### src/rtl/bin2bcd_seq_pkg.sv
// bin2bcd_seq_pkg: FSM state encoding and internal BCD accumulator sizing.
package bin2bcd_seq_pkg;

    typedef enum logic [1:0] {IDLE, SHIFT, DONE} state_t;

    // Smallest n with 10^n >= 2^dw, i.e. ceil(dw*log10(2)); valid for dw <= 63
    function automatic int calc_int_digits(input int dw);
        longint unsigned p = 1;
        int n = 0;
        for (int i = 0; i < 20; i++)
            if (p < (64'd1 << dw)) begin
                p = p * 64'd10;
                n++;
            end
        return n;
    endfunction

endpackage

### src/rtl/bin2bcd_seq_add3.sv
// bcd_add3: double-dabble digit correction, adds 3 to any digit of 5 or more.
module bcd_add3 (
    input  logic [3:0] d,
    output logic [3:0] q
);

    assign q = (d >= 4'd5) ? d + 4'd3 : d;

endmodule

### src/rtl/bin2bcd_seq.sv
// bin2bcd_seq: iterative double-dabble binary-to-BCD converter, one bit per cycle.
// Optional zero-blanking output o_blank enabled by defining BIN2BCD_BLANK_EN.
module bin2bcd_seq
    import bin2bcd_seq_pkg::*;
#(
    parameter int DATAWIDTH = 14,
    parameter int DIGITS    = 4
) (
    input  logic                  clk,
    input  logic                  reset,
    input  logic                  i_start,
    input  logic [DATAWIDTH-1:0]  i_data,
    output logic                  o_busy,
    output logic                  o_done,
    output logic [4*DIGITS-1:0]   o_bcd,
    output logic                  o_overflow
`ifdef BIN2BCD_BLANK_EN
    ,
    output logic [DIGITS-1:0]     o_blank
`endif
);

    localparam int INT_DIGITS = calc_int_digits(DATAWIDTH);
    localparam int CW         = $clog2(DATAWIDTH + 1);

    state_t                  state, state_n;
    logic [CW-1:0]           cnt;
    logic [DATAWIDTH-1:0]    sreg;
    logic [4*INT_DIGITS-1:0] acc, adj;
    logic [4*DIGITS-1:0]     res;
    logic                    ovf;

    for (genvar i = 0; i < INT_DIGITS; i++) begin : g_add3
        bcd_add3 u_add3 (.d(acc[4*i +: 4]), .q(adj[4*i +: 4]));
    end

    // Output digits are the low end of the accumulator; any higher digit means overflow
    if (INT_DIGITS > DIGITS) begin : g_ovf
        assign res = acc[4*DIGITS-1:0];
        assign ovf = |acc[4*INT_DIGITS-1:4*DIGITS];
    end else begin : g_fit
        assign res = (4*DIGITS)'(acc);
        assign ovf = 1'b0;
    end

    assign o_busy = (state == SHIFT);

    always_comb begin
        state_n = (state == IDLE)  ? (i_start ? SHIFT : IDLE) :
                  (state == SHIFT) ? ((cnt == CW'(1)) ? DONE : SHIFT) : IDLE;
    end

    always_ff @(posedge clk) begin
        state <= reset ? IDLE : state_n;
    end

    always_ff @(posedge clk) begin
        if (reset) begin
            cnt        <= '0;
            sreg       <= '0;
            acc        <= '0;
            o_done     <= 1'b0;
            o_bcd      <= '0;
            o_overflow <= 1'b0;
        end else begin
            o_done <= (state == DONE);
            if (state == IDLE && i_start) begin
                sreg <= i_data;
                acc  <= '0;
                cnt  <= CW'(DATAWIDTH);
            end else if (state == SHIFT) begin
                {acc, sreg} <= {adj, sreg} << 1;
                cnt         <= cnt - CW'(1);
            end
            if (state == DONE) begin
                o_bcd      <= res;
                o_overflow <= ovf;
            end
        end
    end

`ifdef BIN2BCD_BLANK_EN
    logic [DIGITS-1:0] blank;
    logic              z;

    // Bit k is set when digit k and everything above it are zero; ones digit never blanks
    always_comb begin
        blank = '0;
        z     = 1'b1;
        for (int k = DIGITS - 1; k >= 1; k--) begin
            z        = z & (res[4*k +: 4] == 4'd0);
            blank[k] = z;
        end
    end

    always_ff @(posedge clk) begin
        if (reset)
            o_blank <= '0;
        else if (state == DONE)
            o_blank <= blank;
    end
`endif

endmodule

### config.mk
export PLATFORM = sky130hd
export DESIGN_NAME = bin2bcd_seq
export DESIGN_NICKNAME = d
export VERILOG_FILES = /design/src/rtl/bin2bcd_seq_pkg.sv /design/src/rtl/bin2bcd_seq_add3.sv /design/src/rtl/bin2bcd_seq.sv
export SDC_FILE = /design/constraint.sdc
export NUM_CORES = 1
export LEC_CHECK = 0
export ABC_CLOCK_PERIOD_IN_PS = 2100
export CORE_ASPECT_RATIO = 0.5
export CORE_MARGIN = 2
export CORE_UTILIZATION = 30
export CTS_BUF_LIST = sky130_fd_sc_hd__clkbuf_16
export DETAILED_ROUTE_END_ITERATION = 7
export GPL_ROUTABILITY_DRIVEN = 0
export PLACE_DENSITY = 0.5
export SLEW_MARGIN = 20
export SYNTH_ARGS = -nofsm -noshare
export SYNTH_HDL_FRONTEND = slang
export SYNTH_SLANG_ARGS = --single-unit
### constraint.sdc
create_clock -name clk -period 2.1 [get_ports clk]
set_input_delay 0.42 -clock clk [delete_from_list [all_inputs] [get_ports clk]]
set_output_delay 0.42 -clock clk [all_outputs]
set_load 0.02 [all_outputs]
==> impl_metrics.sql, run 1 <==
INSERT INTO impl_metrics (metric_group, metric, value, unit) VALUES
('clock_network', 'clkLatencyLatePin', '0.33', 'ns'),
('floorplanning', 'dieWidth', '139', 'µm'),
('global_routing', 'vias_in_the_first_global_route', '2265', ''),
('sta', 'setup_repair_after_global_routing_missed_its_margin', 'no', ''),
('synthesis', 'top_post_synthesis_cells_by_count', '58 x sky130_fd_sc_hd__dfxtp_1, 37 x sky130_fd_sc_hd__nand2_1, 33 x sky130_fd_sc_hd__nor2_1', ''),
('min_path', 'worstHoldPathCells', '2', ''),
('sta', 'setup_violations', '0', ''),
('synthesis', 'synth_top_area_share', '42.7', '%'),
('worst_setup_path', 'worst_endpoint_required_time', '1.68', 'ns'),
('min_path', 'startpoint_of_the_worst_hold_path', 'o_bcd[14]$_SDFFE_PP0P_', ''),
('pwr', 'power_switching', '661', 'µW'),
('finish', 'post_route_cells_drive_above_1_share', '10.1', '%'),
('sta', 'slew_viol_final', '0', ''),
('worst_setup_path', 'worstRegToRegCells', '6', ''),
('floorplanning', 'floorplan.initialDensity', '31.1', '%'),
('clock_network', 'clockBufferDepth', '2', ''),
('outcome', 'run_status', 'complete, no violations', ''),
('sta', 'fin_hold_ws', '0.452', 'ns'),
('worst_setup_path', 'setup_slack_on_the_worst_flop_to_flop_path', '0.52', 'ns'),
('synthesis', 'syn_nets', '354', ''),
('worst_setup_path', 'timing.critical_path.slowest_cell_delay', '0.59', 'ns'),
('global_routing', 'gr-total-overflow', '0', ''),
('synthesis', 'number_of_enable_flip_flop_cells_after_synthesis', '0', ''),
('min_path', 'hold_end', 'o_bcd[14]$_SDFFE_PP0P_', ''),
('global_routing', 'globalRouteTotalUtil', '13.9', '%'),
('clock_network', 'clkSinkCount', '58', ''),
('worst_setup_path', 'worstReg2RegStart', 'acc[4]$_SDFFE_PP0P_', ''),
('sta', 'clock_skew', '0.00586', 'ns'),
('worst_setup_path', 'worstSetupPathType', 'reg2out', ''),
('clock_network', 'cts_made_buffers', '9', ''),
('worst_setup_path', 'crit_arrival', '1.56', 'ns'),
('clock_network', 'ctsHtreeMaxLevel', '3', ''),
('finish', 'area_delta_synth_final', '27.4', '%'),
('drt', 'final_antenna_net_count', '0', ''),
('synthesis', 'synth_most_common_cell', 'sky130_fd_sc_hd__dfxtp_1', ''),
('synthesis', 'warning_count_from_the_yosys_run', '0', ''),
('pwr', 'fin_total_pwr', '2.70', 'mW'),
('pwr', 'comb_power_share', '10.2', '%'),
('global_routing', 'antenna_found_initial', '0', ''),
('sta', 'timing.final.ws_setup', '0.121', 'ns'),
('sta', 'max_freq', '0.505', 'GHz'),
('sta', 'finalCriticalPeriod', '1.98', 'ns'),
('finish', 'design.final.nets', '390', ''),
('pwr', 'sequentialPowerShare', '43.5', '%'),
('synthesis', 'synth_top_cell_by_area', 'sky130_fd_sc_hd__dfxtp_1', ''),
('floorplanning', 'design.die.area', '9880', 'µm²'),
('placement', 'place_ws', '0.143', 'ns'),
('placement', 'placement.io_buffers', '35', ''),
('worst_setup_path', 'worst-path-max-fanout', '8', ''),
('sta', 'tightestPinTransition', '0.454', 'ns'),
('drt', 'totalWireLength', '6390', 'µm'),
('clock_network', 'postCtsHoldBufs', '0', ''),
('worst_setup_path', 'crit-reg2reg-capture', 'acc[5]$_SDFFE_PP0P_', ''),
('clock_network', 'post-cts-setup-buffers', '0', ''),
('min_path', 'hold_removal_path_class', 'reg2reg', ''),
('sta', 'relSlewSlack', '69.7', '%'),
('clock_network', 'cts_root_buffer', 'sky130_fd_sc_hd__clkbuf_16', ''),
('floorplanning', 'core_area', '8740', 'µm²'),
('synthesis', 'synth_cell_types', '34', ''),
('pwr', 'power_switching_share', '24.5', '%'),
('clock_network', 'cts.reportedPaths.clkPinSlew', '0.05', 'ns'),
('drt', 'dr_vias_cell', '4.84', ''),
('placement', 'dp.final_hpwl', '4370', 'µm'),
('floorplanning', 'dieHeight', '71.3', 'µm'),
('pwr', 'vdd_ir_drop_max', '0.431', 'mV'),
('pwr', 'p_clk_share', '46.4', '%'),
('pwr', 'powerDensity', '780', 'nW/µm²'),
('drt', 'drtPass1Iterations', '4', ''),
('drt', 'drcViolationCount', '0', ''),
('floorplanning', 'io-pin-count', '36', ''),
('global_routing', 'grt_first_pass_wirelength', '10800', 'µm');
-- registers in the layout, indices dropped and copies added (netlist names) --
register and cells:
acc 20, o_bcd 16, sreg 14, cnt 4, state 2, o_done 1
o_overflow 1
-- through the flow --
| step | area (µm²) | cells |
|---|---|---|
| 3_3_place_gp | 3210 | 466 |
| 4_1_cts | 3460 | 482 |
| 6_report | 3460 | 482 |
| 5_1_grt | 3460 | 482 |
| 2_1_floorplan | 2720 | 324 |
| 3_5_place_dp | 3210 | 466 |
-- layer usage --
layer | vias up | GRT usage, % | share of wire [%] | routed length (µm)
met3 | 6 | 5.68 | 4.3 | 278
met1 | 1075 | 17.4 | 52 | 3320
met5 | - | 0 | 0 | 0
li1 | 1214 | - | - | -
met2 | 39 | 22.1 | 43 | 2740
met4 | 0 | 4.54 | 0.91 | 58
-- worst max path at each step --
stage,startpoint,endpoint,slack (ns),depth (start not counted)
3_5_place_dp,i_start,acc[8]$_SDFFE_PP0P_,0.14,6
5_1_grt,state[0]$_SDFF_PP0_,o_busy,0.03,3
4_1_cts,state[0]$_SDFF_PP0_,o_busy,0.10,3
3_3_place_gp,i_start,acc[8]$_SDFFE_PP0P_,0.19,6
2_1_floorplan,acc[9]$_SDFFE_PP0P_,acc[9]$_SDFFE_PP0P_,0.73,6
6_report,state[0]$_SDFF_PP0_,o_busy,0.12,3
-- critical path, delay by kind of cell (launching register included) --
family	cells	cell delay, ns
buf+inv	2	0.65
flops	1	0.47
simple gates	1	0.10
-- cell usage in the layout (no fill, tap or decap), types with 2 or more instances in the layout --
cell and count:
sky130_fd_sc_hd__a2111oi_0 5, sky130_fd_sc_hd__a211oi_1 11, sky130_fd_sc_hd__a21oi_1 23, sky130_fd_sc_hd__a21oi_2 10
sky130_fd_sc_hd__a22o_1 5, sky130_fd_sc_hd__a31oi_1 5, sky130_fd_sc_hd__a41oi_1 5, sky130_fd_sc_hd__buf_4 11
sky130_fd_sc_hd__clkbuf_16 9, sky130_fd_sc_hd__clkdlybuf4s50_1 35, sky130_fd_sc_hd__clkinv_1 3, sky130_fd_sc_hd__clkinv_2 2
sky130_fd_sc_hd__dfxtp_1 58, sky130_fd_sc_hd__ha_1 13, sky130_fd_sc_hd__inv_1 15, sky130_fd_sc_hd__mux2i_1 5
sky130_fd_sc_hd__nand2_1 37, sky130_fd_sc_hd__nand2b_1 5, sky130_fd_sc_hd__nand3_1 5, sky130_fd_sc_hd__nand3b_1 2
sky130_fd_sc_hd__nor2_1 33, sky130_fd_sc_hd__nor2b_1 14, sky130_fd_sc_hd__nor3_1 15, sky130_fd_sc_hd__nor3b_1 4
sky130_fd_sc_hd__o21ai_0 11, sky130_fd_sc_hd__o22ai_1 13, sky130_fd_sc_hd__or2_1 2
-- area by class of cell --
class                           count  area, µm²
Tap cell                          117        146
Sequential cell                    58       1160
Inverter                           14       52.6
Timing Repair Buffer               47        453
Multi-Input combinational cell    230       1390
Clock inverter                      7       28.8
Fill cell                         892       5280
Clock buffer                        9        225
-- power groups by stage --
stage	registers [mW]	logic [mW]	clock network [mW]
floorplan	1.19	0.188	0
global placement	1.19	0.269	0
detailed placement	1.19	0.276	0
CTS	1.17	0.277	1.29
global route	1.18	0.310	1.34
finish	1.17	0.275	1.25
-- cells by family after synthesis --
| kind of cell | Yosys count | synth area share, % |
|---|---|---|
| flops | 58 | 42.7 |
| buf+inv | 36 | 5.94 |
| compound gates | 91 | 22.4 |
| simple gates | 121 | 21.0 |
| mux | 5 | 1.84 |
| fa+ha+maj | 13 | 5.99 |
Note: power is estimated with default switching activity, not from simulation.
==> inputs of run 2 (changes only) <==
Settings changed: CORE_UTILIZATION 30 to 40, PLACE_DENSITY 0.5 to 0.62.
==> run 2 against run 1 <==
Register-to-register slack got worse by 0.04 ns. Die area is 24% lower. Worst setup slack lost 0.0041 ns. Critical path depth did not move. Cell count shrank 5.4%. Largest power group unchanged. Highest routed layer unchanged.
==> impl_metrics.sql, run 2 (synthesized netlist as in run 1, its figures left out) <==
INSERT INTO impl_metrics (metric_group, metric, value, unit) VALUES
('worst_setup_path', 'crit_chain', 'nand2b_2, inv_2, clkdlybuf4s50_1', ''),
('finish', 'finish.instance_area', '3450', 'µm²'),
('placement', 'dpl_cell_area', '3180', 'µm²'),
('clock_network', 'cts_tree', 'built', ''),
('worst_setup_path', 'setup_slack_on_the_worst_flop_to_flop_path', '0.48', 'ns'),
('sta', 'hold_viol_final', '0', ''),
('drt', 'dr_vias_cell', '5.23', ''),
('drt', 'totalWireLength', '6100', 'µm'),
('sta', 'clock_skew', '0.00652', 'ns'),
('finish', 'layout_commonest_cell', 'sky130_fd_sc_hd__dfxtp_1', ''),
('worst_setup_path', 'worstSetupEndpointType', 'output pin', ''),
('worst_setup_path', 'timing.critical_path.slowest_cell_delay', '0.59', 'ns'),
('pwr', 'power_switching', '648', 'µW'),
('placement', 'placement.io_buffers', '35', ''),
('global_routing', 'antenna_found_initial', '0', ''),
('worst_setup_path', 'crit-reg2reg-capture', 'acc[1]$_SDFFE_PP0P_', ''),
('finish', 'area_delta_synth_final', '27.0', '%'),
('clock_network', 'post_cts_resized', '0', ''),
('min_path', 'worstHoldPathCells', '2', ''),
('floorplanning', 'core_area', '6620', 'µm²'),
('worst_setup_path', 'slowest_cp_cell', 'sky130_fd_sc_hd__clkdlybuf4s50_1', ''),
('global_routing', 'vias_in_the_first_global_route', '2251', ''),
('drt', 'dr.first_iter.drc_count', '94', ''),
('clock_network', 'post-cts-setup-buffers', '0', ''),
('pwr', 'power_report.internal_total', '2.16', 'mW'),
('worst_setup_path', 'crit_arrival', '1.56', 'ns'),
('global_routing', 'globalRouteTotalUtil', '18.0', '%'),
('clock_network', 'cts_made_buffers', '9', ''),
('worst_setup_path', 'worstReg2RegStart', 'acc[0]$_SDFFE_PP0P_', ''),
('floorplanning', 'rows', '21', ''),
('clock_network', 'cts.reportedPaths.clkPinSlew', '0.05', 'ns'),
('finish', 'top_register', 'acc', ''),
('floorplanning', 'dieWidth', '121', 'µm'),
('sta', 'setup_total_negative_slack', '0', 'ns'),
('pwr', 'sequentialPowerShare', '41.9', '%'),
('pwr', 'vdd_ir_drop_max', '0.554', 'mV'),
('pwr', 'comb_power_share', '9.7', '%'),
('worst_setup_path', 'worst-path-max-fanout', '8', ''),
('drt', 'wl_met2', '2860', 'µm'),
('placement', 'dp.final_hpwl', '4150', 'µm'),
('worst_setup_path', 'worstRegToRegCells', '6', ''),
('drt', 'final_antenna_net_count', '0', ''),
('sta', 'slew_viol_final', '0', ''),
('worst_setup_path', 'worst_endpoint_required_time', '1.68', 'ns'),
('finish', 'largest_reg_flops', '20', ''),
('clock_network', 'clkSinkCount', '58', ''),
('outcome', 'run_status', 'complete, no violations', ''),
('finish', 'biggestRegsByFlops', 'acc (20), o_bcd (16), sreg (14)', ''),
('finish', 'diode_insertion_count_for_antenna_repair', '0', ''),
('drt', 'drtPass1Iterations', '4', ''),
('min_path', 'hold_end', 'o_bcd[12]$_SDFFE_PP0P_', ''),
('worst_setup_path', 'critical_path.startpoint_type', 'register', ''),
('worst_setup_path', 'worstSetupPathType', 'reg2out', ''),
('min_path', 'startpoint_of_the_worst_hold_path', 'o_bcd[12]$_SDFFE_PP0P_', ''),
('pwr', 'leakagePower', '1.27', 'nW'),
('sta', 'setup_repair_after_global_routing_missed_its_margin', 'no', ''),
('floorplanning', 'design.die.area', '7510', 'µm²'),
('sta', 'relSlewSlack', '69.3', '%'),
('global_routing', 'maximum_number_of_pins_on_one_net_before_global_route_repair', '24', ''),
('drt', 'drcViolationCount', '0', ''),
('clock_network', 'ctsHtreeMaxLevel', '3', ''),
('finish', 'design.final.nets', '390', ''),
('sta', 'final_min_period_over_clock_period', '94.4', '%'),
('drt', 'drt-wirelength-per-cell', '13.4', 'µm'),
('drt', 'wl_met1', '2870', 'µm'),
('clock_network', 'cts_root_buffer', 'sky130_fd_sc_hd__clkbuf_16', ''),
('drt', 'met3WireLength', '280', 'µm'),
('pwr', 'power_switching_share', '23.1', '%'),
('global_routing', 'grt_first_pass_wirelength', '10500', 'µm'),
('drt', 'routed-via-count', '2385', ''),
('sta', 'max_freq', '0.504', 'GHz'),
('clock_network', 'clkLatencyLatePin', '0.33', 'ns'),
('pwr', 'powerDensity', '813', 'nW/µm²'),
('finish', 'post_route_cells_drive_above_1_share', '9.89', '%'),
('finish', 'layout.cells.most_common_list', '58 x sky130_fd_sc_hd__dfxtp_1, 37 x sky130_fd_sc_hd__nand2_1, 35 x sky130_fd_sc_hd__clkdlybuf4s50_1', ''),
('drt', 'dr.max_layer_used', 'met4', ''),
('floorplanning', 'io-pin-count', '36', ''),
('sta', 'finalCriticalPeriod', '1.98', 'ns'),
('global_routing', 'gr-total-overflow', '0', ''),
('floorplanning', 'floorplan.initialDensity', '41.0', '%'),
('pwr', 'p_clk_share', '48.3', '%'),
('clock_network', 'postCtsHoldBufs', '0', ''),
('floorplanning', 'dieHeight', '62.3', 'µm'),
('min_path', 'hold_removal_path_class', 'reg2reg', ''),
('clock_network', 'clockBufferDepth', '2', ''),
('flow_run', 'max_cap_violations', '0', ''),
('sta', 'setup_violations', '0', ''),
('sta', 'tightestPinTransition', '0.449', 'ns');
==> run 2: cell count changes in the layout (fill, tap and decap cells not counted), sizes merged <==
cell	before	now
inv	16	14
bufinv	0	1
==> run 2: through the flow <==
step           std cells  hold WS [ns]  power, mW  utilization (%)  worst slack [ns]
3_5_place_dp         441         0.448       1.47             48.0             0.177
3_3_place_gp         441         0.443       1.46             48.0             0.202
4_1_cts              456         0.455       2.84             52.1            0.0969
6_report             456         0.452       2.80             52.1             0.117
5_1_grt              456         0.476       2.94             52.1            0.0373
2_1_floorplan        324         0.441       1.38                -             0.733
==> run 2: critical path: cells and delay by family, from the launching register on <==
kind          cells  cell delay [ns]
flops             1             0.48
buf+inv           2             0.65
simple gates      1             0.11
==> run 2: layout make-up <==
type,count,area [µm²]
Tap cell,92,115
Timing Repair Buffer,47,453
Sequential cell,58,1160
Fill cell,680,3170
Clock buffer,9,225
Inverter,14,52.6
Multi-Input combinational cell,230,1390
Clock inverter,6,48.8
==> run 2: routing by layer <==
metal  vias up  global-route usage, %
met3         7                   7.35
met1      1122                   21.4
met5         -                      0
met4         0                   6.98
met2        44                   29.1
li1       1212                      -
==> run 2: worst max-delay path by stage <==
stage	from	end	slack, ns
floorplan	acc[9]$_SDFFE_PP0P_	acc[9]$_SDFFE_PP0P_	0.73
global placement	i_start	acc[8]$_SDFFE_PP0P_	0.20
detailed placement	i_start	acc[8]$_SDFFE_PP0P_	0.18
CTS	state[0]$_SDFF_PP0_	o_busy	0.1
global route	state[0]$_SDFF_PP0_	o_busy	0.04
finish	state[0]$_SDFF_PP0_	o_busy	0.12
==> run 2: power by group through the flow <==
| stage | combinational (mW) | sequential [mW] | clock [mW] |
|---|---|---|---|
| 2_1_floorplan | 0.188 | 1.19 | 0 |
| 3_3_place_gp | 0.265 | 1.19 | 0 |
| 3_5_place_dp | 0.273 | 1.20 | 0 |
| 4_1_cts | 0.276 | 1.17 | 1.39 |
| 5_1_grt | 0.305 | 1.18 | 1.45 |
| 6_report | 0.273 | 1.18 | 1.36 |
==> inputs of run 3 (changes only) <==
Settings changed: SLEW_MARGIN 20 to default.
==> results of run 3 <==
The final DEF is identical to that of run 2; final timing and power are the same.
